===== config.mk =====
export PLATFORM = sky130hd
export DESIGN_NAME = uart_byte_tx_flat
export DESIGN_NICKNAME = d
export VERILOG_FILES = /design/src/rtl/uart_byte_tx_if.sv /design/src/rtl/uart_byte_tx.sv /design/src/flat_wrapper.sv
export SDC_FILE = /design/constraint.sdc
export NUM_CORES = 1
export LEC_CHECK = 0
export CORE_MARGIN = 2
export CORE_UTILIZATION = 30
export DETAILED_ROUTE_END_ITERATION = 8
export GPL_ROUTABILITY_DRIVEN = 1
export PLACE_DENSITY_LB_ADDON = 0.2
export SYNTH_ARGS = -nofsm -noshare
export SYNTH_HDL_FRONTEND = slang
export SYNTH_SLANG_ARGS = --single-unit

===== constraint.sdc =====
create_clock -name clk -period 2.6 [get_ports clk]
set_input_delay 0.39 -clock clk [delete_from_list [all_inputs] [get_ports clk]]
set_output_delay 0.39 -clock clk [all_outputs]
set_load 0.05 [all_outputs]

===== src/rtl/uart_byte_tx_if.sv =====
// Byte-request / serial-line bundle between the TRNG byte packer and the UART transmitter.
// Handshake: the packer may raise transmit for a cycle only while is_transmitting is 0; tx_byte is taken
// on the edge that sees transmit=1 in IDLE, and transmit seen while is_transmitting=1 is dropped.
interface uart_byte_tx_if;
  logic       transmit;
  logic [7:0] tx_byte;
  logic       tx;
  logic       is_transmitting;
  logic [1:0] dbg_state;

  modport master (
    output transmit,
    output tx_byte,
    input  tx,
    input  is_transmitting,
    input  dbg_state
  );

  modport slave (
    input  transmit,
    input  tx_byte,
    output tx,
    output is_transmitting,
    output dbg_state
  );
endinterface


===== src/rtl/uart_byte_tx.sv =====
// 8N1/8N2 serial transmitter: one frame per accepted byte, LSB first, line idles high.
// All outputs are registered; state is exported on dbg_state for observation.
module uart_byte_tx #(
  parameter int CLKS_PER_BIT = 434,
  parameter int STOP_BITS    = 1
) (
  input logic          clk,
  input logic          rst,
  uart_byte_tx_if.slave bus
);

  localparam int CW = $clog2(CLKS_PER_BIT);

  typedef enum logic [1:0] {
    IDLE  = 2'd0,
    START = 2'd1,
    DATA  = 2'd2,
    STOP  = 2'd3
  } state_t;

  state_t          state;
  logic [CW-1:0]   baud_cnt;
  logic [2:0]      bit_idx;
  logic            stop_cnt;
  logic [7:0]      shreg;
  logic            tx_r;
  logic            busy_r;
  logic            baud_end;

  assign baud_end = (baud_cnt == CW'(CLKS_PER_BIT - 1));

  always_ff @(posedge clk) begin
    if (rst) begin
      state    <= IDLE;
      baud_cnt <= '0;
      bit_idx  <= '0;
      stop_cnt <= 1'b0;
      shreg    <= '0;
      tx_r     <= 1'b1;
      busy_r   <= 1'b0;
    end else begin
      case (state)
        IDLE: begin
          tx_r   <= 1'b1;
          busy_r <= 1'b0;
          if (bus.transmit) begin
            shreg    <= bus.tx_byte;
            tx_r     <= 1'b0;
            busy_r   <= 1'b1;
            baud_cnt <= '0;
            stop_cnt <= 1'b0;
            state    <= START;
          end
        end

        START: begin
          if (baud_end) begin
            baud_cnt <= '0;
            tx_r     <= shreg[0];
            bit_idx  <= '0;
            state    <= DATA;
          end else begin
            baud_cnt <= baud_cnt + CW'(1);
          end
        end

        DATA: begin
          if (baud_end) begin
            baud_cnt <= '0;
            shreg    <= shreg >> 1;
            if (bit_idx == 3'd7) begin
              tx_r     <= 1'b1;
              stop_cnt <= 1'b0;
              state    <= STOP;
            end else begin
              // shreg[1] is the bit that becomes shreg[0] after this shift
              tx_r    <= shreg[1];
              bit_idx <= bit_idx + 3'd1;
            end
          end else begin
            baud_cnt <= baud_cnt + CW'(1);
          end
        end

        STOP: begin
          if (baud_end) begin
            baud_cnt <= '0;
            if (stop_cnt == 1'(STOP_BITS - 1)) begin
              busy_r <= 1'b0;
              state  <= IDLE;
            end else begin
              stop_cnt <= 1'b1;
            end
          end else begin
            baud_cnt <= baud_cnt + CW'(1);
          end
        end

        default: begin
          state  <= IDLE;
          tx_r   <= 1'b1;
          busy_r <= 1'b0;
        end
      endcase
    end
  end

  assign bus.tx              = tx_r;
  assign bus.is_transmitting = busy_r;
  assign bus.dbg_state       = state;

endmodule

===== src/flat_wrapper.sv =====
// flat-port wrapper written by rule: the top's interface ports become plain ports
module uart_byte_tx_flat 
#(
  parameter int CLKS_PER_BIT = 434,
  parameter int STOP_BITS    = 1
)
  (clk, rst, bus_transmit, bus_tx_byte, bus_tx, bus_is_transmitting, bus_dbg_state);
  uart_byte_tx_if bus_i ();
  input logic clk;
  input logic rst;
  input wire logic [$bits(bus_i.transmit)-1:0] bus_transmit;
  input wire logic [$bits(bus_i.tx_byte)-1:0] bus_tx_byte;
  output wire logic [$bits(bus_i.tx)-1:0] bus_tx;
  output wire logic [$bits(bus_i.is_transmitting)-1:0] bus_is_transmitting;
  output wire logic [$bits(bus_i.dbg_state)-1:0] bus_dbg_state;
  assign bus_i.transmit = bus_transmit;
  assign bus_i.tx_byte = bus_tx_byte;
  assign bus_tx = bus_i.tx;
  assign bus_is_transmitting = bus_i.is_transmitting;
  assign bus_dbg_state = bus_i.dbg_state;
  uart_byte_tx #(.CLKS_PER_BIT(CLKS_PER_BIT), .STOP_BITS(STOP_BITS)) u_core (.clk(clk), .rst(rst), .bus(bus_i));
endmodule

; Yosys cells after proc, flatten, opt, wreduce, memory -nomap -nowiden
; Index checks and enable logic that the tools add are counted.
[totals]
reg_bits = 25
output_inout_bits = 4
[op_classes]
n_addsub = 2
n_eq_ne = 12
muxes = 32
reduce_logical = 13
[op_table]
columns = op, n
row1 = $mux W9, 2
row2 = $pmux W9 S2, 1
row3 = $mux W8, 2
row4 = $pmux W8 S2, 1
row5 = $mux W1, 12
row6 = $mux W2, 6
row7 = $add A9 B1 Y9 const B, 1
row8 = $eq A9 B9 Y1 const B, 1
row9 = $mux W3, 3
row10 = $reduce_and A3 Y1, 3
row11 = $ne A2 B1 Y1 const B, 4
row12 = $pmux W2 S4, 1
row13 = $ne A2 B2 Y1 const B, 3
row14 = $pmux W1 S3, 2
row15 = $pmux W3 S2, 1
row16 = $reduce_and A6 Y1, 1
row17 = $reduce_bool A2 Y1, 3
row18 = $reduce_bool A3 Y1, 2
row19 = $reduce_and A5 Y1, 1
row20 = $eq A2 B2 Y1 const B, 2
row21 = $reduce_and A4 Y1, 1
row22 = $add A3 B1 Y3 const B, 1
row23 = $eq A3 B3 Y1 const B, 1
row24 = $reduce_or A3 Y1, 1
row25 = 3 further kinds, 3

; Logic depth before layout (Yosys ltp)
[depth]
word_depth = 4
mapped_depth = 7
depth_no_buf = 6

; Worst setup path before layout
; OpenSTA, ideal clock, no wires.
[synth_path]
path_kind = register to register
startpoint = register u_core.state[0], in the netlist u_core.bus.dbg_state[0]
endpoint = register u_core.state[0], in the netlist u_core.bus.dbg_state[0]
arrival_ns = 2.117
t_required_ns = 2.513
setup_slack_ns = 0.396
stages_incl_launch_ff = 7
n_path_buf = 1
synth_period_minus_slack_ns = 2.204
path_cell_list = dfxtp_1 > inv_1 > ha_1 > bufbuf_16 > or3_1 > a2111o_1 > o31ai_1
[synth_via]
elab_chain_cells = 3
elab_cells_between_ends = 12
cone_classes = eq/ne (9) / mux (1) / reduce/logical (2)
[synth_lines]
columns = element, line
row1 = from (decl), uart_byte_tx.sv:21  ; state_t state;
row2 = from (signal assigned), uart_byte_tx.sv:34  ; state <= IDLE;
row3 = from (signal assigned), uart_byte_tx.sv:52  ; state <= START;
row4 = from (signal assigned), uart_byte_tx.sv:61  ; state <= DATA;
row5 = "$eq A2 B2 Y1, or another cell as far along", uart_byte_tx.sv:42  ; case (state)
row6 = $ne A2 B1 Y1 (no source line) / $ne A2 B2 Y1 (equally long branches), -
row7 = $reduce_and A6 Y1 (no source line), -
; Several ways; a longest one is shown, not always the timed one.
; A chain may end at the register's enable or synchronous reset.

; Worst setup path in the final report
[layout_path]
startpoint = register u_core.state[1], in the netlist u_core.bus.dbg_state[1]
endpoint = output bus_dbg_state[1]
[layout_lines]
columns = element, line
row1 = to (decl), flat_wrapper.sv:15  ; output wire logic [$bits(bus_i.dbg_state)-1:0] bus_dbg_state;
; No word-level cell between the ends.

==> impl_metrics.ini <==
[logic_synthesis]
synth_edf_count = 0
netlist_instances = 157
ys_ff_latch = 24
synthAdderAreaFrac_pct = 8.41
yosys-top-cells-area = dfxtp_1 36%, ha_1 8.4%, nor2_1 8.4%
synth_area_leader_cell = dfxtp_1
synth_top_family_by_area = simple AND/OR/NAND/NOR gates
synthFlopType = dfxtp_1
synth-seq-area-share_pct = 35.9
synth_async_sr_flop_share_pct = 0
yosysTopAreaCellShare_pct = 35.9
avgSynthCellArea_um2 = 8.53
synthSimpleGateAreaFrac_pct = 26.8
synthMuxAreaShare_pct = 3.74
syn-num-nets = 177
synth_compound_area_share_pct = 19.6
ys_warn_count = 0
synthXorXnorAreaFrac_pct = 0
synth_cell_types = 32
syn_area_um2 = 1340

[clock_tree]
cts.sinks = 24
postCtsSetupBuffers = 0
clockRootBuffer = clkbuf_8
ctsLongestPathBuffers = 2
clk_latency_ns = 0.26
post_cts_resized = 0
cts_buffers = 3
h-tree-depth = 1
postCtsHoldBufs = 0
tritoncts = yes
clk_pin_slew_ns = 0.09

[timing]
hold_viol = 0
drv_slew = 0
fin_crit_sh_pct = 74.6
worst_slack_ns = 0.660
finalSetupViolations = 0
max_clock_freq_ghz = 0.516
tns_ns = 0
worst_pin_slew_ns = 0.550
hold_slack_ns = 0.484
timing.slew.headroom_pct = 63.4
worst_clock_skew_ns = 0.00169
fin_crit_ns = 1.94
rsz0062_at_grt = no

[global_route]
grt_pass1_vias = 1096
grt_max_degree = 17
grt-ovfl-total = 0
grt_pass1_wl_um = 4820
track_usage_pct = 11.5
antenna_found_initial = 0

[routing]
drc = 0
wl_per_cell_um = 12.6
drt_first_pass_iters = 4
vias = 1163
wl_um = 2800
viasPerCell = 5.22
ant_nets = 0
first_iter_violations = 22

[cells_and_area]
finalNonFillerCells = 223
diodes = 0
syn2layout_area_growth_pct = 17.0
drive_gt1_share_pct = 9.94
fillers = 467
layout.nets = 192

[worst_setup_path]
cp-start-kind = register
crit_family = buffers and inverters
critical_path_class = reg2out
path_cells = clkdlybuf4s50_1
cp.arrival_ns = 1.55
crit_path_max_fanout = 6
critPathMaxStageDelay_ns = 0.84
cp.required_ns = 2.21
path_buf_inv = 1
cp_slowest_cell = clkdlybuf4s50_1
end_kind = output port

[pwr]
finalPower_uw = 1410
ir_drop_mv = 0.488
cellPowerDensity_nw_per_um2 = 903
p_leak_uw = 0.000590

[floorplan]
dieArea_um2 = 5010
fp.dieW_um = 70.8
coreArea_um2 = 4320
die_h_um = 70.8
num_rows = 24
initial_utilization_pct = 31.0
io_pins = 15

[place]
port_buffers = 14
post-dp-hpwl_um = 2090
pre_cts_slack_ns = 0.493
gp_routability_congestion = 0.759
dp.cells = 219

[run_status]
status = finished clean

[flow_run]
cap_violations = 0

[min_path]
hold_class = reg2reg
## worst reg2reg max path, stage by stage, from the launching register on
cell,delay (ns)
dfxtp_1,0.43
inv_1,0.07
ha_1,0.18
and4_1,0.27
a21oi_1,0.49
o311ai_0,0.23
a31oi_1,0.16
## through the flow
| stage | cell area, um2 | util [%] |
|---|---|---|
| 2_1_floorplan | 1340 | - |
| 3_3_place_gp | 1510 | 35.0 |
| 3_5_place_dp | 1510 | 35.0 |
| 4_1_cts | 1570 | 36.2 |
| 5_1_grt | 1570 | 36.2 |
| 6_report | 1570 | 36.2 |
## path summary, 6_finish.rpt
path                                               from                  to  slack, ns  cells past startpoint
worst max-delay path            u_core.bus.dbg_state[1]    bus_dbg_state[1]       0.66                      1
worst min-delay path                  u_core.bit_idx[0]   u_core.bit_idx[0]       0.48                      2
worst max register to register       u_core.baud_cnt[1]  u_core.baud_cnt[7]       0.70                      6
worst min register to register        u_core.bit_idx[0]   u_core.bit_idx[0]       0.48                      2
## report_power, final
part           leakage, uW  switching [uW]  internal (uW)
registers         0.000196            70.3            444
logic             0.000365             378            268
clock network    0.0000288             120            135
total             0.000590             568            846
## state kept, by name (all words and copies together) (netlist names)
name and cells:
u_core.bus.dbg_state 2, u_core.bus.is_transmitting 1, u_core.bit_idx 3, u_core.shreg 8, u_core.baud_cnt 9, u_core.bus.tx 1
## routing by layer
layer / share of wire (%) / vias to the layer above / GRT usage [%]
li1: - / 597 / -
met1: 48 / 549 / 15.6
met5: 0 / - / 0
met2: 49 / 15 / 19.3
met4: 0.68 / 0 / 2.94
met3: 2.4 / 2 / 1.42
## synthesized netlist by cell type, types with 3 or more instances
cell,instances
nand3_1,3
clkbuf_1,6
o221a_2,7
or3_1,3
nand2b_1,4
nor2_1,30
ha_1,9
nand2_1,14
o21ai_0,4
nor2b_1,3
nand3b_1,4
a21oi_1,9
mux2i_1,5
a31oi_1,4
inv_1,5
dfxtp_1,24
nand4_1,4
## final cells by class
| type | count | area [um2] | area share (%) |
|---|---|---|---|
| clock buffer | 4 | 55.1 | 3.51 |
| inverter | 5 | 18.8 | 1.20 |
| multi-input combinational | 121 | 785 | 50.1 |
| sequential | 24 | 480 | 30.7 |
| tap | 52 | 65.1 | 4.15 |
| timing repair buffer | 17 | 163 | 10.4 |
## cell families (layout without fill, tap and decap cells)
| family | after synthesis | after routing |
|---|---|---|
| simple gates | 72 | 72 |
| compound gates | 35 | 35 |
| flops | 24 | 24 |
| buf+inv | 12 | 26 |
| fa+ha+maj | 9 | 9 |
| mux | 5 | 5 |
## layout by cell type (no fill, tap or decap), drive strengths merged
| cell type | Yosys | layout |
|---|---|---|
| or2 | 1 | 1 |
| clkdlybuf4s50 | 0 | 14 |
| a2111o | 1 | 1 |
| a2bb2oi | 1 | 1 |
| nand2 | 14 | 14 |
| o311ai | 1 | 1 |
| clkbuf | 6 | 4 |
| a21oi | 9 | 9 |
| o21ai | 4 | 4 |
| o21bai | 1 | 1 |
| nor2b | 3 | 3 |
| a31o | 1 | 1 |
| mux2i | 5 | 5 |
| a22oi | 2 | 2 |
| nand4 | 4 | 4 |
| o221a | 7 | 7 |
| dfxtp | 24 | 24 |
| a311oi | 2 | 2 |
| or3 | 3 | 3 |
| and2 | 2 | 2 |
| nand3 | 3 | 3 |
| nand3b | 4 | 4 |
| a32oi | 1 | 1 |
| nand2b | 4 | 4 |
| ha | 9 | 9 |
| nor2 | 30 | 30 |
| nor4b | 1 | 1 |
| inv | 5 | 5 |
| o31ai | 1 | 1 |
| nor3 | 2 | 2 |
| and4 | 1 | 1 |
| a31oi | 4 | 4 |
| buf | 0 | 3 |
No activity file was read; power rests on OpenSTA's default activity.
